$ cat config.mk
export PLATFORM = sky130hd
export DESIGN_NAME = cdc_req_ack_tx
export DESIGN_NICKNAME = d
export VERILOG_FILES = /design/src/rtl/cdc_req_ack_tx.sv
export SDC_FILE = /design/constraint.sdc
export NUM_CORES = 1
export LEC_CHECK = 0
export CORE_MARGIN = 5
export CORE_UTILIZATION = 41
export CTS_CLUSTER_SIZE = 12
export DETAILED_ROUTE_END_ITERATION = 10
export PLACE_DENSITY = 0.83
export SLEW_MARGIN = 5
export SYNTH_ARGS = -nofsm -noshare
export SYNTH_HDL_FRONTEND = slang
export SYNTH_SLANG_ARGS = --single-unit
$ cat constraint.sdc
create_clock -name clk -period 2.9 [get_ports clk]
set_input_delay 0.435 -clock clk [delete_from_list [all_inputs] [get_ports clk]]
set_output_delay 0.435 -clock clk [all_outputs]
set_load 0.1 [all_outputs]
$ cat src/rtl/cdc_req_ack_tx.sv
// Source side of a four-phase req/ack word crossing; word held on xfer_data from accept until next accept.
// in_ready only in IDLE with synchronised ack low; done/timeout are single-cycle pulses with no back-pressure.
module cdc_req_ack_tx #(
  parameter int WIDTH   = 8,
  parameter int TIMEOUT = 0
) (
  input  logic             clk,
  input  logic             rst_n,
  input  logic             in_valid,
  output logic             in_ready,
  input  logic [WIDTH-1:0] in_data,
  output logic             xfer_req,
  output logic [WIDTH-1:0] xfer_data,
  input  logic             xfer_ack,
  output logic             done,
  output logic             timeout
);

  localparam int CW = (TIMEOUT > 0) ? $clog2(TIMEOUT + 1) : 1;
  localparam logic [CW-1:0] CNT_LAST = (TIMEOUT > 0) ? CW'(TIMEOUT - 1) : '0;

  typedef enum logic [1:0] {
    IDLE    = 2'd0,
    REQ     = 2'd1,
    ACK_LOW = 2'd2
  } state_t;

  state_t           state, state_d;
  logic             ack_meta, ack_s;
  logic             req_d, done_d, timeout_d;
  logic [WIDTH-1:0] data_d;
  logic [CW-1:0]    cnt, cnt_d;
  logic             timed_out, timed_out_d;

  always_ff @(posedge clk or negedge rst_n) begin
    if (!rst_n) begin
      ack_meta <= 1'b0;
      ack_s    <= 1'b0;
    end else begin
      ack_meta <= xfer_ack;
      ack_s    <= ack_meta;
    end
  end

  // Never offer a new word while a stale ack is still visible.
  assign in_ready = (state == IDLE) && !ack_s;

  always_comb begin
    state_d     = state;
    req_d       = xfer_req;
    data_d      = xfer_data;
    done_d      = 1'b0;
    timeout_d   = 1'b0;
    cnt_d       = cnt;
    timed_out_d = timed_out;
    case (state)
      IDLE: begin
        if (in_valid && in_ready) begin
          data_d      = in_data;
          req_d       = 1'b1;
          cnt_d       = '0;
          timed_out_d = 1'b0;
          state_d     = REQ;
        end
      end
      REQ: begin
        // A returning ack wins over an expiring counter on the same cycle.
        if (ack_s) begin
          req_d   = 1'b0;
          state_d = ACK_LOW;
        end else if ((TIMEOUT > 0) && (cnt == CNT_LAST)) begin
          req_d       = 1'b0;
          timeout_d   = 1'b1;
          timed_out_d = 1'b1;
          state_d     = ACK_LOW;
        end else if (TIMEOUT > 0) begin
          cnt_d = cnt + CW'(1);
        end
      end
      ACK_LOW: begin
        if (!ack_s) begin
          state_d = IDLE;
          done_d  = !timed_out;
        end
      end
      default: state_d = IDLE;
    endcase
  end

  always_ff @(posedge clk or negedge rst_n) begin
    if (!rst_n) begin
      state     <= IDLE;
      xfer_req  <= 1'b0;
      xfer_data <= '0;
      done      <= 1'b0;
      timeout   <= 1'b0;
      cnt       <= '0;
      timed_out <= 1'b0;
    end else begin
      state     <= state_d;
      xfer_req  <= req_d;
      xfer_data <= data_d;
      done      <= done_d;
      timeout   <= timeout_d;
      cnt       <= cnt_d;
      timed_out <= timed_out_d;
    end
  end

endmodule
* Word-level counts from Yosys, hierarchy flattened
Cells that the tools add are included.
Operators by class: reductions and logical operators 8, multipliers 0, add/subtract/negate cells 0, divide/modulo/power cells 0, shift operators 0, muxes and demuxes 9, bitwise logic cells 0, equality and inequality tests 5, $lt $le $gt $ge 0
Operator list (number):
- $mux 2 | 3
- $pmux 2 s3 | 1
- $reduce_and 3->1 | 2
- $mux 1 | 4
- $ne 2x2->1 const B | 2
- $eq 2x1->1 const B | 1
- $eq 2x2->1 const B | 1
- $logic_and 1x1->1 | 2
- $logic_not 2->1 | 1
- $ne 2x1->1 const B | 1
- $pmux 1 s2 | 1
- $reduce_and 2->1 | 1
- $reduce_bool 2->1 | 1
- $logic_not 1->1 | 1
Storage, ports and cells: latch bits 0, bits in writable memories 0, input port bits 12, bits in registers 14, word-level logic and storage cells 28, memories 0, output and inout port bits 12, ROM bits 0

* Longest topological paths before layout
Gate-level depths: netlist (run 1).
depth after elaboration 5, mapped depth 2, depth with buffers taken out 2

* Least setup slack after synthesis (run 1)
OpenSTA, ideal clock, no wires.
path type reg-to-output, from register state[0], to output in_ready, stages on the path, launching flop included 2, path buffers 0, slack -0.075 ns, data required time 2.465 ns, data arrival time 2.540 ns, path through dfrtp_1 nor3_1
Between the ends: word-level cells in the longest chain between the ends 2
Ends and longest elaborated chain:
- start: declaration | line 28 | state_t state, state_d;
- start signal: assignment | line 100 | state <= state_d;
- $logic_not 2->1 | line 46 | assign in_ready = (state == IDLE) && !ack_s;
- $logic_and 1x1->1 | line 46
- end: declaration | line 10 | output logic in_ready,
Every way passes these cells.

* Worst setup path after layout (run 1)
from register state[1], to output in_ready
Same word-level chain as after synthesis.

==> results.md, run 1 <==
* Drt initial violations at 1
* Number of global-route vias before repair at around 380
* GRT overflow at 0
* Clock tree from TritonCTS: done
* Synthesized area at 533 sq um
* Multi-input logic area at around 180 sq um
* Main synth FF type: dfrtp_1
* Number of fill cells at approximately 110
* Number of synthesized register bits at 14
* Total power at a little over 800 uW
* Postcts setup bufs at 0
* Die Area at 0.00212 sq mm
* Dominant cells by area after synthesis: dfrtp_1, mux2_2, nor4b_4, nor3_1, a211o_1
* Antenna cells at 0
* DP HPWL at approximately 700 um
* Critical Path End Type: primary output
* IO buf count at 22
* Synthesized netlist cell count at 34
* CP arrival at approximately 1.2 ns
* Final Critical Period at about 1.7 ns
* Max_slew headroom at roughly three fifths
* Nets at 72
* Yosys warns at 0
* Die Height at about 46 um
* Largest net degree at the start of global routing at 15
* Yosys top cell area share at between 60% and 70%
* Area delta synth->final at 46.0%
* Cell area after layout at approximately 780 sq um
* Largest fanout on the critical path at 6
* CP required at between 2 and 2.5 ns
* Hold Path Class: register to register
* Layout cells sized above 1 at between 40% and 50%
* Final Hold Violating Endpoints at 0
* TritonRoute pass-1 iters at 4
* DR WL/cell at ~12 um
* Hold Path End: ack_s
* Final setup fails at 0
* Area leader, netlist: dfrtp_1
* Fin Setup TNS at 0 ns
* Sequential share of the synthesized area at roughly 66%
* RSZ-0062 raised after global routing: false
* Drt total wl at 905 um
* CTS Hold Buffers Added at 0
* Startpoint types: register
* Final slew viol count at 0
* EDFF count, synth at 0
* Post-DP Area at about 740 sq um
* Hold Crit Depth at 0
* Ys async rst share at 100%
* Worst-case clock buffer depth at 2
* FMAX at between 500 and 600 MHz
* Pre-CTS setup slack at between 0.9 and 1 ns
* CTS Sinks at 14
* Routed vias/inst at approximately 4.8
* Reg2reg end: xfer_data[7]
* Path depth of the worst reg2reg path at 2
* Yosys cell types at 13
* # H-tree levels at 1
* Starting Density at approximately 42%
* Final WS setup at between 1 and 1.5 ns
* # DRC at 0
* PwrDens at around 1000 mW/mm^2
* Final core utilization at 61.3%
* Clk pin slew, worst setup/hold paths at roughly 0.08 ns
* Die X at around 46 um
* Post-route clock period utilization at a little under three fifths
* Avg Inst Size Synth at between 15 and 20 sq um
* I/O pins at 24
* Max_cap viols at 0
* Area of the core at roughly 0.0013 sq mm
* Synth top cells by count: dfrtp_1, mux2_2, nor3_1
* Cell row count at 13
* R2R Path Start: state[1]
* Worst skew pair latency at about 0.27 ns
* Final Skew at 0.000145 ns
* Most common cell in the netlist: dfrtp_1
* Syn_nets at 46
* R2r setup slk at between 1 and 1.5 ns
* Static Leak at 0.350 nW
* Post-CTS Resized at 0
* Initial antenna violation count at 0
* Clk root buf: clkbuf_4
* Vias at 356
* Gpl congestion at 0.741
* Seq. cell area at 350 sq um
* Outcome: finished, final reports clean
* Final ANT Viol Nets at 0
* Cts bufs inserted at 3
* Max VDD drop at about 0.50 mV
* Global-route wire length before repair at approximately 1600 um
* Worst hold start: ack_meta
* Setup Crit Path Kind: register to primary output
* Worst Tran Pin Value at around 0.6 ns
* Tot GR Track Use at about a tenth
critical path, cell delays in order, from the launching register on:
cell and delay (ns):
dfrtp_1 0.47, nor3_2 0.19, buf_4 0.31
power breakdown:
| part | leakage, nW | internal [mW] | switching [mW] |
|---|---|---|---|
| combinational | 0.163 | 0.0965 | 0.322 |
| sequential | 0.167 | 0.235 | 0.0281 |
| clock | 0.0210 | 0.0762 | 0.0582 |
sequential cells by signal, indices dropped and copies added (netlist names):
name and cells:
ack_s 1, xfer_req 1, done 1, xfer_data 8
ack_meta 1, state 2
through the flow:
stage	std cells	hold WS [ns]
after floorplan	34	0.139
after global placement	70	0.334
after detailed placement	70	0.340
after CTS	74	0.359
after global routing	74	0.367
final	74	0.355
layout by cell type, fill, tap and decap left out, drive strengths merged:
cell type,netlist,routed
a211o,1,1
and2,1,1
buf,1,11
clkbuf,0,4
clkdlybuf4s50,0,11
conb,1,1
dfrtp,14,14
mux2,8,8
nand2b,1,1
nor2,1,1
nor2b,1,1
nor3,2,2
nor3b,1,1
nor4b,1,1
xor2,1,1
worst max-delay path by stage:
stage,start,end,slack (ns),depth (start not counted)
2_1_floorplan,state[1],in_ready,0.78,1
3_5_place_dp,in_valid,xfer_data[7],0.95,3
4_1_cts,state[1],in_ready,1.21,2
6_report,state[1],in_ready,1.23,2
5_1_grt,state[1],in_ready,1.12,2
3_3_place_gp,in_valid,xfer_data[0],0.96,3
cells by family after synthesis:
family	synth area share [%]
xor+xnor	1.64
flops	65.7
mux	16.9
simple gates	12.0
buf+inv	1.41
other cells	0.704
compound gates	1.64
metal layers:
layer,part of all wire (%),vias up,global-route usage [%]
met5,0,-,0
met4,0,0,5.11
met3,10,0,5.08
met2,49,15,16.8
met1,41,172,11.9
li1,-,169,-
cell type report:
| class | instances | share of cell area, % |
|---|---|---|
| flip-flops and latches | 14 | 45.0 |
| repair buffers | 22 | 24.8 |
| multi-input cells | 19 | 23.2 |
| clock buffers | 4 | 4.66 |
| well taps | 15 | 2.41 |
No activity file was read; power rests on OpenSTA's default activity.
==> run 2, diff against run 1 <==
--- a/config.mk
+++ b/config.mk
@@ -6,10 +6,10 @@
 export NUM_CORES = 1
 export LEC_CHECK = 0
 export CORE_MARGIN = 5
-export CORE_UTILIZATION = 41
+export CORE_UTILIZATION = 35
 export CTS_CLUSTER_SIZE = 12
 export DETAILED_ROUTE_END_ITERATION = 10
-export PLACE_DENSITY = 0.83
+export PLACE_DENSITY = 0.76
 export SLEW_MARGIN = 5
 export SYNTH_ARGS = -nofsm -noshare
 export SYNTH_HDL_FRONTEND = slang
==> constraint.sdc (replaced) <==
create_clock -name clk -period 1.5 [get_ports clk]
set_input_delay 0.225 -clock clk [delete_from_list [all_inputs] [get_ports clk]]
set_output_delay 0.225 -clock clk [all_outputs]
set_load 0.1 [all_outputs]
==> run 2 against run 1 <==
  * Utilization up 6.5 points
  * Worst hold slack got worse by 0.032 ns
  * Highest routed layer is now met4
  * Global-route usage up 1.5 points
  * Via count grew 13%
  * Clock-buffer cell count is the same
  * Sequential cell count unchanged
  * Critical path type is now register to register
  * Cell count grew 12%
  * Critical path depth rose by 2
==> results.md, run 2 (synthesis results as in run 1) <==
* Die Height at a little under 50 um
* Max_cap viols at 0
* CP required at roughly 1.7 ns
* FMAX at 680 MHz
* Cts bufs inserted at 3
* Layout Cells excl Fill at 83
* GRT overflow at 0
* Number of fill cells at 96
* Top reg by flops: xfer_data
* Hold Path Class: input port to async pin
* Outcome: finished, final reports clean
* Area delta synth->final at 87.3%
* Area of the core at about 0.0015 sq mm
* Most common cell after layout, fill and taps aside: dfrtp_1
* Final Skew at ~0.0046 ns
* Regs by FF count: xfer_data (8), state (2)
* RSZ-0062 raised after global routing: true
* Antenna cells at 0
* Post-route clock period utilization at 98.0%
* Cell row count at 14
* Cell area after layout at ~1000 sq um
* TritonRoute pass-1 iters at 4
* Worst skew pair latency at ~0.28 ns
* Final Critical Period at ~1.5 ns
* Clk pin slew, worst setup/hold paths at around 0.090 ns
* IO buf count at 22
* Routed vias/inst at 4.87
* Number of global-route vias before repair at 448
* Worst-case clock buffer depth at 2
* Most frequent cells in the layout: dfrtp_1, clkdlybuf4s50_1, buf_12
* Critical Path End Type: register
* Global-route wire length before repair at about 2200 um
* Gpl congestion at roughly 0.74
* Layout cells sized above 1 at 49.3%
* Vias at ~400
* DR WL/cell at 15.3 um
* Largest fanout on the critical path at 7
* Inst Count DP at between 70 and 80
* Clock tree from TritonCTS: done
* # DRC at 0
* Max VDD drop at around 0.76 mV
* Max reg flops at 8
* Final ANT Viol Nets at 0
* Starting Density at a little over a third
* Largest net degree at the start of global routing at 15
* Worst hold slack at 0.323 ns
* Drt initial violations at 3
* Nets at 80
* Startpoint types: register
* Initial antenna violation count at 0
* Fin Setup TNS at 0 ns
* Clk root buf: clkbuf_4
* # H-tree levels at 1
* Total power at between 1.5 and 2 mW
* Static Leak at 0.446 nW
* Max_slew headroom at 58.9%
* Die Area at approximately 0.0024 sq mm
* Worst Tran Pin Value at 0.614 ns
* Drt total wl at roughly 1300 um
* Tot GR Track Use at about an eighth
* Final setup fails at 0
* Final slew viol count at 0
* I/O pins at 24
* Post-DP Area at ~930 sq um
* Final Hold Violating Endpoints at 0
* CP arrival at approximately 1.6 ns
* Setup Crit Path Kind: register to register
* CTS Sinks at 14
* Die X at 49.0 um
* PwrDens at 1870 mW/mm^2
-- run 2: routing by layer --
| layer | part of all wire [%] | up-vias | global-route usage, % | wire, um |
|---|---|---|---|---|
| li1 | - | 182 | - | - |
| met1 | 41 | 197 | 15.2 | 520 |
| met2 | 49 | 21 | 17.2 | 619 |
| met3 | 6.8 | 4 | 3.67 | 86 |
| met4 | 3.5 | 0 | 9.42 | 44 |
| met5 | 0 | - | 0 | 0 |
-- run 2: timing repair --
action	CTS	global route
buffers inserted	1	1
hold buffers	0	0
endpoints found under the setup margin	1	6
gates resized for setup	0	4
pin swaps	0	1
endpoints found under the hold margin	0	0
-- run 2: worst max-delay path: stages (launching register included) --
cell	delay (ns)
dfrtp_1	0.42
buf_4	0.15
nor4b_4	0.27
buf_6	0.18
mux2_2	0.33
-- run 2: worst paths after layout --
kind | startpoint | end | slack (ns) | cells past startpoint
max in group asynchronous | rst_n | xfer_data[1] | 0.78 | 1
setup reg to reg | ack_s | xfer_data[7] | 0.03 | 4
setup / recovery | ack_s | xfer_data[7] | 0.03 | 4
min in group clk | ack_meta | ack_s | 0.36 | 0
hold / removal | rst_n | done | 0.32 | 1
hold reg to reg | ack_meta | ack_s | 0.36 | 0
-- run 2: final cells by class --
| cell class | count | area (sq um) | area share (%) |
|---|---|---|---|
| Timing Repair Buffer | 30 | 402 | 40.2 |
| Sequential cell | 14 | 350 | 35.1 |
| Multi-Input combinational cell | 19 | 190 | 19.0 |
| Clock buffer | 4 | 36.3 | 3.63 |
| Tap cell | 16 | 20.0 | 2.01 |
-- run 2: stage by stage --
step	worst slack, ns	util (%)
2_1_floorplan	0.00152	-
3_5_place_dp	-0.117	63.4
6_report	0.0297	67.9
5_1_grt	-0.0267	67.9
3_3_place_gp	-0.0639	63.4
4_1_cts	0.000153	66.3
-- run 2: power by group --
group | internal (mW) | switching, mW | leakage, nW
clock | 0.148 | 0.121 | 0.0210
combinational | 0.405 | 0.652 | 0.259
sequential | 0.456 | 0.0850 | 0.167
==> run 3, diff against run 2 <==
--- a/config.mk
+++ b/config.mk
@@ -5,6 +5,7 @@
 export SDC_FILE = /design/constraint.sdc
 export NUM_CORES = 1
 export LEC_CHECK = 0
+export CAP_MARGIN = 10
 export CORE_MARGIN = 5
 export CORE_UTILIZATION = 35
 export CTS_CLUSTER_SIZE = 12
==> results of run 3 <==
The final DEF is identical to that of run 2; final timing and power are the same.
